File: src/rtl/vga_timing_pkg.sv
// rtl/vga_timing_pkg.sv - shared VGA timing constants and types
// Purpose: 800x600@60 timing constants, their totals and RGB565 black. Both the
//          VGA driver and the pixel generator use this package, so the two sides
//          always agree on the timing.
// Ports:   none (package)
package vga_timing_pkg;

    typedef logic [10:0] coord_t;
    typedef logic [15:0] rgb565_t;

    localparam coord_t H_SYNC_DEF  = 11'd128;
    localparam coord_t H_BACK_DEF  = 11'd88;
    localparam coord_t H_DISP_DEF  = 11'd800;
    localparam coord_t H_FRONT_DEF = 11'd40;

    localparam coord_t V_SYNC_DEF  = 11'd4;
    localparam coord_t V_BACK_DEF  = 11'd23;
    localparam coord_t V_DISP_DEF  = 11'd600;
    localparam coord_t V_FRONT_DEF = 11'd1;

    localparam rgb565_t BLACK = 16'h0000;

    // Length of a full line or frame: sync + back porch + display + front porch.
    function automatic coord_t span4(input coord_t a, input coord_t b,
                                     input coord_t c, input coord_t d);
        return a + b + c + d;
    endfunction

    localparam coord_t H_TOTAL_DEF = span4(H_SYNC_DEF, H_BACK_DEF, H_DISP_DEF, H_FRONT_DEF);
    localparam coord_t V_TOTAL_DEF = span4(V_SYNC_DEF, V_BACK_DEF, V_DISP_DEF, V_FRONT_DEF);

endpackage

File: src/rtl/vga_driver_if.sv
// rtl/vga_driver_if.sv - pixel request and video output bundle of the VGA driver
// Purpose: groups the pixel-generator handshake (coordinates out, data back) and
//          the video outputs toward the DAC/encoder.
// Ports:   master - driver side: drives coordinates and video, receives pixel_data
//          slave  - consumer side: pixel generator and video sink
interface vga_driver_if;
    import vga_timing_pkg::*;

    rgb565_t pixel_data;
    coord_t  pixel_xpos;
    coord_t  pixel_ypos;
    logic    vga_hs;
    logic    vga_vs;
    logic    vga_de;
    rgb565_t vga_rgb;
    logic    frame_start;

    modport master (
        input  pixel_data,
        output pixel_xpos, pixel_ypos,
        output vga_hs, vga_vs, vga_de, vga_rgb, frame_start
    );

    modport slave (
        output pixel_data,
        input  pixel_xpos, pixel_ypos,
        input  vga_hs, vga_vs, vga_de, vga_rgb, frame_start
    );

endinterface

File: src/rtl/vga_driver.sv
// rtl/vga_driver.sv - VGA timing generator with one-cycle-early pixel requests
// Purpose: free-running horizontal/vertical counters; sync, enable, coordinate
//          requests and colour gating decode combinationally from them.
// Ports:   vga_clk - pixel clock, single domain
//          sys_rst - asynchronous active-high reset, forces both counters to 0
//          vid     - vga_driver_if.master: pixel_data in; pixel_xpos/pixel_ypos,
//                    vga_hs, vga_vs, vga_de, vga_rgb, frame_start out
module vga_driver
    import vga_timing_pkg::*;
#(
    parameter coord_t H_SYNC   = H_SYNC_DEF,
    parameter coord_t H_BACK   = H_BACK_DEF,
    parameter coord_t H_DISP   = H_DISP_DEF,
    parameter coord_t H_FRONT  = H_FRONT_DEF,
    parameter coord_t V_SYNC   = V_SYNC_DEF,
    parameter coord_t V_BACK   = V_BACK_DEF,
    parameter coord_t V_DISP   = V_DISP_DEF,
    parameter coord_t V_FRONT  = V_FRONT_DEF,
    parameter logic   SYNC_POL = 1'b0
) (
    input  logic         vga_clk,
    input  logic         sys_rst,
    vga_driver_if.master vid
);

    localparam coord_t H_TOTAL = span4(H_SYNC, H_BACK, H_DISP, H_FRONT);
    localparam coord_t V_TOTAL = span4(V_SYNC, V_BACK, V_DISP, V_FRONT);

    // Window edges; "END" values are exclusive.
    localparam coord_t H_DE_BEG  = H_SYNC + H_BACK;
    localparam coord_t H_DE_END  = H_DE_BEG + H_DISP;
    localparam coord_t H_REQ_BEG = H_DE_BEG - 11'd1;
    localparam coord_t H_REQ_END = H_DE_END - 11'd1;
    localparam coord_t V_ACT_BEG = V_SYNC + V_BACK;
    localparam coord_t V_ACT_END = V_ACT_BEG + V_DISP;

    coord_t cnt_h;
    coord_t cnt_v;
    logic   line_end;
    logic   vline_act;
    logic   data_req;
    logic   de;

    assign line_end = (cnt_h == H_TOTAL - 11'd1);

    always_ff @(posedge vga_clk or posedge sys_rst) begin
        if (sys_rst) begin
            cnt_h <= '0;
            cnt_v <= '0;
        end else begin
            if (line_end) begin
                cnt_h <= '0;
                cnt_v <= (cnt_v == V_TOTAL - 11'd1) ? '0 : cnt_v + 11'd1;
            end else begin
                cnt_h <= cnt_h + 11'd1;
            end
        end
    end

    assign vline_act = (cnt_v >= V_ACT_BEG) && (cnt_v < V_ACT_END);
    assign de        = vline_act && (cnt_h >= H_DE_BEG) && (cnt_h < H_DE_END);

    // The pixel generator registers its answer, so coordinates go out one
    // cycle before the matching vga_de cycle.
    assign data_req  = vline_act && (cnt_h >= H_REQ_BEG) && (cnt_h < H_REQ_END);

    // The subtractions only reach the outputs inside the request window, where
    // they cannot underflow.
    assign vid.pixel_xpos  = data_req ? coord_t'(cnt_h - H_REQ_BEG) : '0;
    assign vid.pixel_ypos  = data_req ? coord_t'(cnt_v - V_ACT_BEG) : '0;

    assign vid.vga_hs      = (cnt_h < H_SYNC) ? SYNC_POL : ~SYNC_POL;
    assign vid.vga_vs      = (cnt_v < V_SYNC) ? SYNC_POL : ~SYNC_POL;
    assign vid.vga_de      = de;
    assign vid.vga_rgb     = de ? vid.pixel_data : BLACK;
    assign vid.frame_start = (cnt_h == '0) && (cnt_v == '0);

endmodule
File: src/flat_wrapper.sv
// flat-port wrapper written by rule: the top's interface ports become plain ports
module vga_driver_flat import vga_timing_pkg::*;
#(
    parameter coord_t H_SYNC   = H_SYNC_DEF,
    parameter coord_t H_BACK   = H_BACK_DEF,
    parameter coord_t H_DISP   = H_DISP_DEF,
    parameter coord_t H_FRONT  = H_FRONT_DEF,
    parameter coord_t V_SYNC   = V_SYNC_DEF,
    parameter coord_t V_BACK   = V_BACK_DEF,
    parameter coord_t V_DISP   = V_DISP_DEF,
    parameter coord_t V_FRONT  = V_FRONT_DEF,
    parameter logic   SYNC_POL = 1'b0
)
  (vga_clk, sys_rst, vid_pixel_data, vid_pixel_xpos, vid_pixel_ypos, vid_vga_hs, vid_vga_vs, vid_vga_de, vid_vga_rgb, vid_frame_start);
  vga_driver_if vid_i ();
  input  logic vga_clk;
  input  logic sys_rst;
  input wire logic [$bits(vid_i.pixel_data)-1:0] vid_pixel_data;
  output wire logic [$bits(vid_i.pixel_xpos)-1:0] vid_pixel_xpos;
  output wire logic [$bits(vid_i.pixel_ypos)-1:0] vid_pixel_ypos;
  output wire logic [$bits(vid_i.vga_hs)-1:0] vid_vga_hs;
  output wire logic [$bits(vid_i.vga_vs)-1:0] vid_vga_vs;
  output wire logic [$bits(vid_i.vga_de)-1:0] vid_vga_de;
  output wire logic [$bits(vid_i.vga_rgb)-1:0] vid_vga_rgb;
  output wire logic [$bits(vid_i.frame_start)-1:0] vid_frame_start;
  assign vid_i.pixel_data = vid_pixel_data;
  assign vid_pixel_xpos = vid_i.pixel_xpos;
  assign vid_pixel_ypos = vid_i.pixel_ypos;
  assign vid_vga_hs = vid_i.vga_hs;
  assign vid_vga_vs = vid_i.vga_vs;
  assign vid_vga_de = vid_i.vga_de;
  assign vid_vga_rgb = vid_i.vga_rgb;
  assign vid_frame_start = vid_i.frame_start;
  vga_driver #(.H_SYNC(H_SYNC), .H_BACK(H_BACK), .H_DISP(H_DISP), .H_FRONT(H_FRONT), .V_SYNC(V_SYNC), .V_BACK(V_BACK), .V_DISP(V_DISP), .V_FRONT(V_FRONT), .SYNC_POL(SYNC_POL)) u_core (.vga_clk(vga_clk), .sys_rst(sys_rst), .vid(vid_i));
endmodule
File: config.mk
export PLATFORM = sky130hd
export DESIGN_NAME = vga_driver_flat
export DESIGN_NICKNAME = d
export VERILOG_FILES = /design/src/rtl/vga_timing_pkg.sv /design/src/rtl/vga_driver_if.sv /design/src/rtl/vga_driver.sv /design/src/flat_wrapper.sv
export SDC_FILE = /design/constraint.sdc
export NUM_CORES = 1
export LEC_CHECK = 0
export ABC_CLOCK_PERIOD_IN_PS = 2400
export BUFFER_PORTS_ARGS = -buffer_cell sky130_fd_sc_hd__buf_2
export CAP_MARGIN = 20
export CORE_AREA = 3 3 75 77
export CTS_CLUSTER_DIAMETER = 30
export CTS_CLUSTER_SIZE = 16
export DETAILED_ROUTE_END_ITERATION = 6
export DIE_AREA = 0 0 78 80
export GPL_TIMING_DRIVEN = 0
export PLACE_DENSITY = 0.69
export SYNTH_ARGS = -nofsm -noshare
export SYNTH_HDL_FRONTEND = slang
export SYNTH_SLANG_ARGS = --single-unit
export TNS_END_PERCENT = 100
File: constraint.sdc
create_clock -name vga_clk -period 2.4 [get_ports vga_clk]
set_input_delay 0 -clock vga_clk [delete_from_list [all_inputs] [get_ports vga_clk]]
set_output_delay 0 -clock vga_clk [all_outputs]
set_load 0.01 [all_outputs]
==> impl.org <==
** Status
- The flow ran to the end, and the final reports show no timing, DRC or antenna violations.

** Setup path
- The signal on the critical path passes through ha_2, nand2_1, a2111o_1, a32o_2, buf_6, nor3_2, buf_2.
- The setup path with the least slack is of type flop to primary output.
- Along the worst path, the maximum fanout reaches 10.
- At the worst endpoint, the arrival time is 2.27 ns.
- Kind of start point of the critical path :: flop
- Crit-path max cell delay :: 0.49 ns
- The worst register-to-register path ends at u_core.cnt_v[8].
- STA classifies the critical path endpoint as a primary output.
- For flop-to-flop paths, the worst setup slack is 0.39 ns.
- Reg2Reg Depth :: 6
- Among all stages on the critical path, the largest delay is contributed by dfrtp_1.
- The startpoint identified for the worst register-to-register timing path is u_core.cnt_h[0].
- Data on the critical path is required at its endpoint by 2.40 ns.

** Hold path
- Along the worst hold path, the cell count comes to 3.
- Tightest Hold Check Type :: input pin to primary output
- The worst hold path terminates at vid_vga_rgb[12].
- The startpoint identified for the worst hold timing path is vid_pixel_data[12].

** STA
- Fmax :: 0.441 GHz
- Setup violations remaining at the end of the flow were counted as 0.
- After layout, the worst setup slack is 0.134 ns.
- Transition time at the pin with the least slew margin :: 0.888 ns
- Final hold violation count :: 0
- Total negative setup slack :: 0 ns
- The clock arrives with 0.00532 ns of skew.
- Number of slew-limit violations in the final report :: 0
- Setup repair after global routing left no endpoint under its margin.
- Time the worst path needs with I/O delays and setup :: 2.27 ns
- Fraction of the cycle the final worst path needs :: 94.4%
- Max-slew headroom :: 40.7%

** Power and ir drop
- In this run the power density over the cells is 306 nW/um2.
- Leakage Power :: 1.18 nW
- Maximum ir drop on the vdd rail :: 0.306 mV

** Route
- Dividing the detail-routed wire length by the instance count gives 13.7 um.
- Number of vias after detailed routing :: 1,944
- Router iterations before antenna repair :: 4
- After the first detailed-routing iteration, the DRC count stood at 170.
- Antenna Nets Post-Route :: 0
- In the routed layout, each cell is associated on average with a via count of 5.27.
- Post-detailed-route DRC marker count :: 0
- Summed over all layers, the routed wires come to 5.05 mm.

** Global route
- Largest net degree at the start of global routing :: 23
- Tot GR Track Use :: 16.5%
- The via count of the first global-routing pass was 1,775.
- Leftover overflow at the end of global routing :: 0
- The first global-routing pass estimated 8.33 mm of wire.
- Antenna violations before repair :: 0

** CTS
- In this run the number of H-tree levels came out at 1.
- Maximum clock path buffer count :: 2
- Number of post-CTS setup repair buffers :: 0
- TritonCTS built the clock tree.
- For the worst-skew pair, the clock arrives at the later sink with an insertion delay of 0.27 ns.
- Sinks on the clock net :: 22
- Inserted Clock Buffers :: 3
- CTS placed an instance of clkbuf_8 at the clock tree root.
- After clock tree synthesis, the clock-pin slew on the worst setup and hold paths is 0.08 ns.

** Finish
- In the final design database the tool counted 322 nets.
- Compared with the post-synthesis result, the final layout area differs by 23.6%.
- Number of fillers in the final layout :: 516
- Non-Filler Cell Area, Final :: 2450 um2
- 0 antenna diodes ended up in the layout.
- Layout cells sized above 1 :: 37.8%

** Logic synthesis
- In the synthesized netlist, the number of instances is 235.
- Synth top cells by count :: dfrtp_1, and2_1, nor3_2, buf_2, nor2_1
- Synthesized flop and latch total :: 22
- Net count after synthesis :: 257
- Ranked by total cell area, the synthesized netlist is headed by dfrtp_1, nor3_2, xnor2_1, xor2_1, and2_1.
- In this run the biggest area consumer among cell types represents 27.8% of the synthesized area.
- In the synthesized netlist the dominant register cell turns out to be dfrtp_1.
- Part of the Yosys area used for sequential elements :: 27.8%
- In the synthesized netlist the async set-or-reset flop fraction comes to 100%.
- Netlist area before placement :: 1980 um2
- Post-synth EDFFs :: 0
- The synthesized design spends more area on one cell type than any other, namely dfrtp_1.
- Most repeated cell in the gate-level netlist after synthesis :: dfrtp_1
- Dividing the synthesized area by the synthesized cell count gives 8.43 um2.
- Count of yosys warnings during synthesis :: 0
- In this run, distinct cell masters in the synthesized netlist total 52.

** Floorplan
- The floorplan step defined a core boundary enclosing 5070 um2.
- In this run the vertical extent of the chip is 80 um.
- Pin placement for this block handled 60 I/O pins.
- The floorplan has 26 rows.
- Die width :: 78 um
- Full die area :: 6240 um2
- Starting utilization of the core area :: 39.1%

** Placed design
- At the end of routability-driven placement, the weighted congestion stood at 0.875.
- Summing all placed instances gives a cell area of 2360 um2.
- Detailed placement ended at an HPWL of 3.83 mm.
- Number of buffers added on ports :: 59
- At the placement stage, the worst setup path has a slack of 0.338 ns.

** Flow run
- The tool flagged a number of max-cap violations equal to 0.
[cells by family (layout without fill, tap and decap cells)]
family | count (synthesis) | count (layout) | synth area share [%]
buf+inv | 34 | 98 | 8.65
xor+xnor | 26 | 26 | 11.5
simple gates | 108 | 108 | 35.5
flops | 22 | 22 | 27.8
fa+ha+maj | 4 | 4 | 2.53
compound gates | 41 | 41 | 14.1
[through the flow]
step | hold slack (ns) | power, mW | util [%] | cells
after floorplan | -0.0108 | 0.383 | - | 235
after global placement | 0.225 | 0.398 | 46.6 | 364
after detailed placement | 0.240 | 0.398 | 46.6 | 364
after CTS | 0.286 | 0.758 | 48.2 | 369
after global routing | 0.296 | 0.773 | 48.3 | 369
final | 0.285 | 0.751 | 48.3 | 369
[layout by cell type, fill, tap and decap left out, types with 2 or more instances in the layout]
| cell type | instances |
|---|---|
| buf_2 | 75 |
| dfrtp_1 | 21 |
| nor3_2 | 17 |
| and2_1 | 17 |
| nor2_1 | 15 |
| nand2_1 | 14 |
| xor2_1 | 13 |
| xnor2_1 | 13 |
| inv_1 | 11 |
| nand3_1 | 9 |
| o21ai_0 | 9 |
| a21oi_1 | 8 |
| nor3_1 | 6 |
| a31oi_1 | 5 |
| and4_1 | 4 |
| nand4_1 | 4 |
| or3_1 | 4 |
| nor4_1 | 3 |
| nand2b_1 | 3 |
| ha_1 | 3 |
| clkbuf_8 | 3 |
| buf_4 | 2 |
| clkbuf_1 | 2 |
| a211oi_1 | 2 |
| buf_6 | 2 |
| or2_2 | 2 |
| o22ai_1 | 2 |
[state kept, by name (all words and copies together), names as in the netlist]
name and count:
u_core.cnt_v 11, u_core.cnt_h 11
[power by group]
| part | leakage, nW | switching [mW] | internal [mW] |
|---|---|---|---|
| Clock | 0.0357 | 0.137 | 0.223 |
| Sequential | 0.291 | 0 | 0.370 |
| Combinational | 0.854 | 0.0102 | 0.0107 |
[critical path: cells and delay by family, from the launching register on]
family | cells | cell delay, ns
buf+inv | 2 | 0.32
compound gates | 2 | 0.63
flops | 1 | 0.49
fa+ha+maj | 1 | 0.30
simple gates | 2 | 0.25
[cell type report]
| type | count | area [um2] | area share [%] |
|---|---|---|---|
| timing repair buffer | 60 | 305 | 12.5 |
| buffer | 23 | 130 | 5.31 |
| clock inverter | 1 | 30.0 | 1.23 |
| clock buffer | 3 | 41.3 | 1.69 |
| multi-input combinational | 179 | 1260 | 51.5 |
| tap | 70 | 87.6 | 3.58 |
| sequential | 22 | 552 | 22.5 |
| inverter | 11 | 41.3 | 1.69 |
[routing by layer]
layer  global-route usage, %  routed length (um)  up-vias  share of wire (%)
li1                        -                   -      949                  -
met2                    28.2                2360       88                 47
met5                       0                   0        -                  0
met4                    5.07                  65        0                1.3
met1                    22.0                2290      901                 45
met3                    1.58                 336        6                6.7
[how the worst max path moves through the flow]
stage | from | endpoint | slack [ns] | cells after the start
after CTS | u_core.cnt_h[0] | vid_pixel_ypos[6] | 0.07 | 7
after global placement | u_core.cnt_h[0] | u_core.cnt_v[8] | 0.36 | 6
final | u_core.cnt_h[0] | vid_pixel_ypos[6] | 0.13 | 7
after floorplan | u_core.cnt_h[0] | u_core.cnt_v[8] | 0.58 | 6
after detailed placement | u_core.cnt_h[0] | u_core.cnt_v[8] | 0.34 | 6
after global routing | u_core.cnt_h[0] | vid_pixel_ypos[4] | 0.02 | 7
[timing repair]
action,CTS,global route
hold buffers,1,0
gates resized for setup,0,2
endpoints found under the setup margin,0,18
hold endpoints to repair,22,0
No activity file was read; power rests on OpenSTA's default activity.
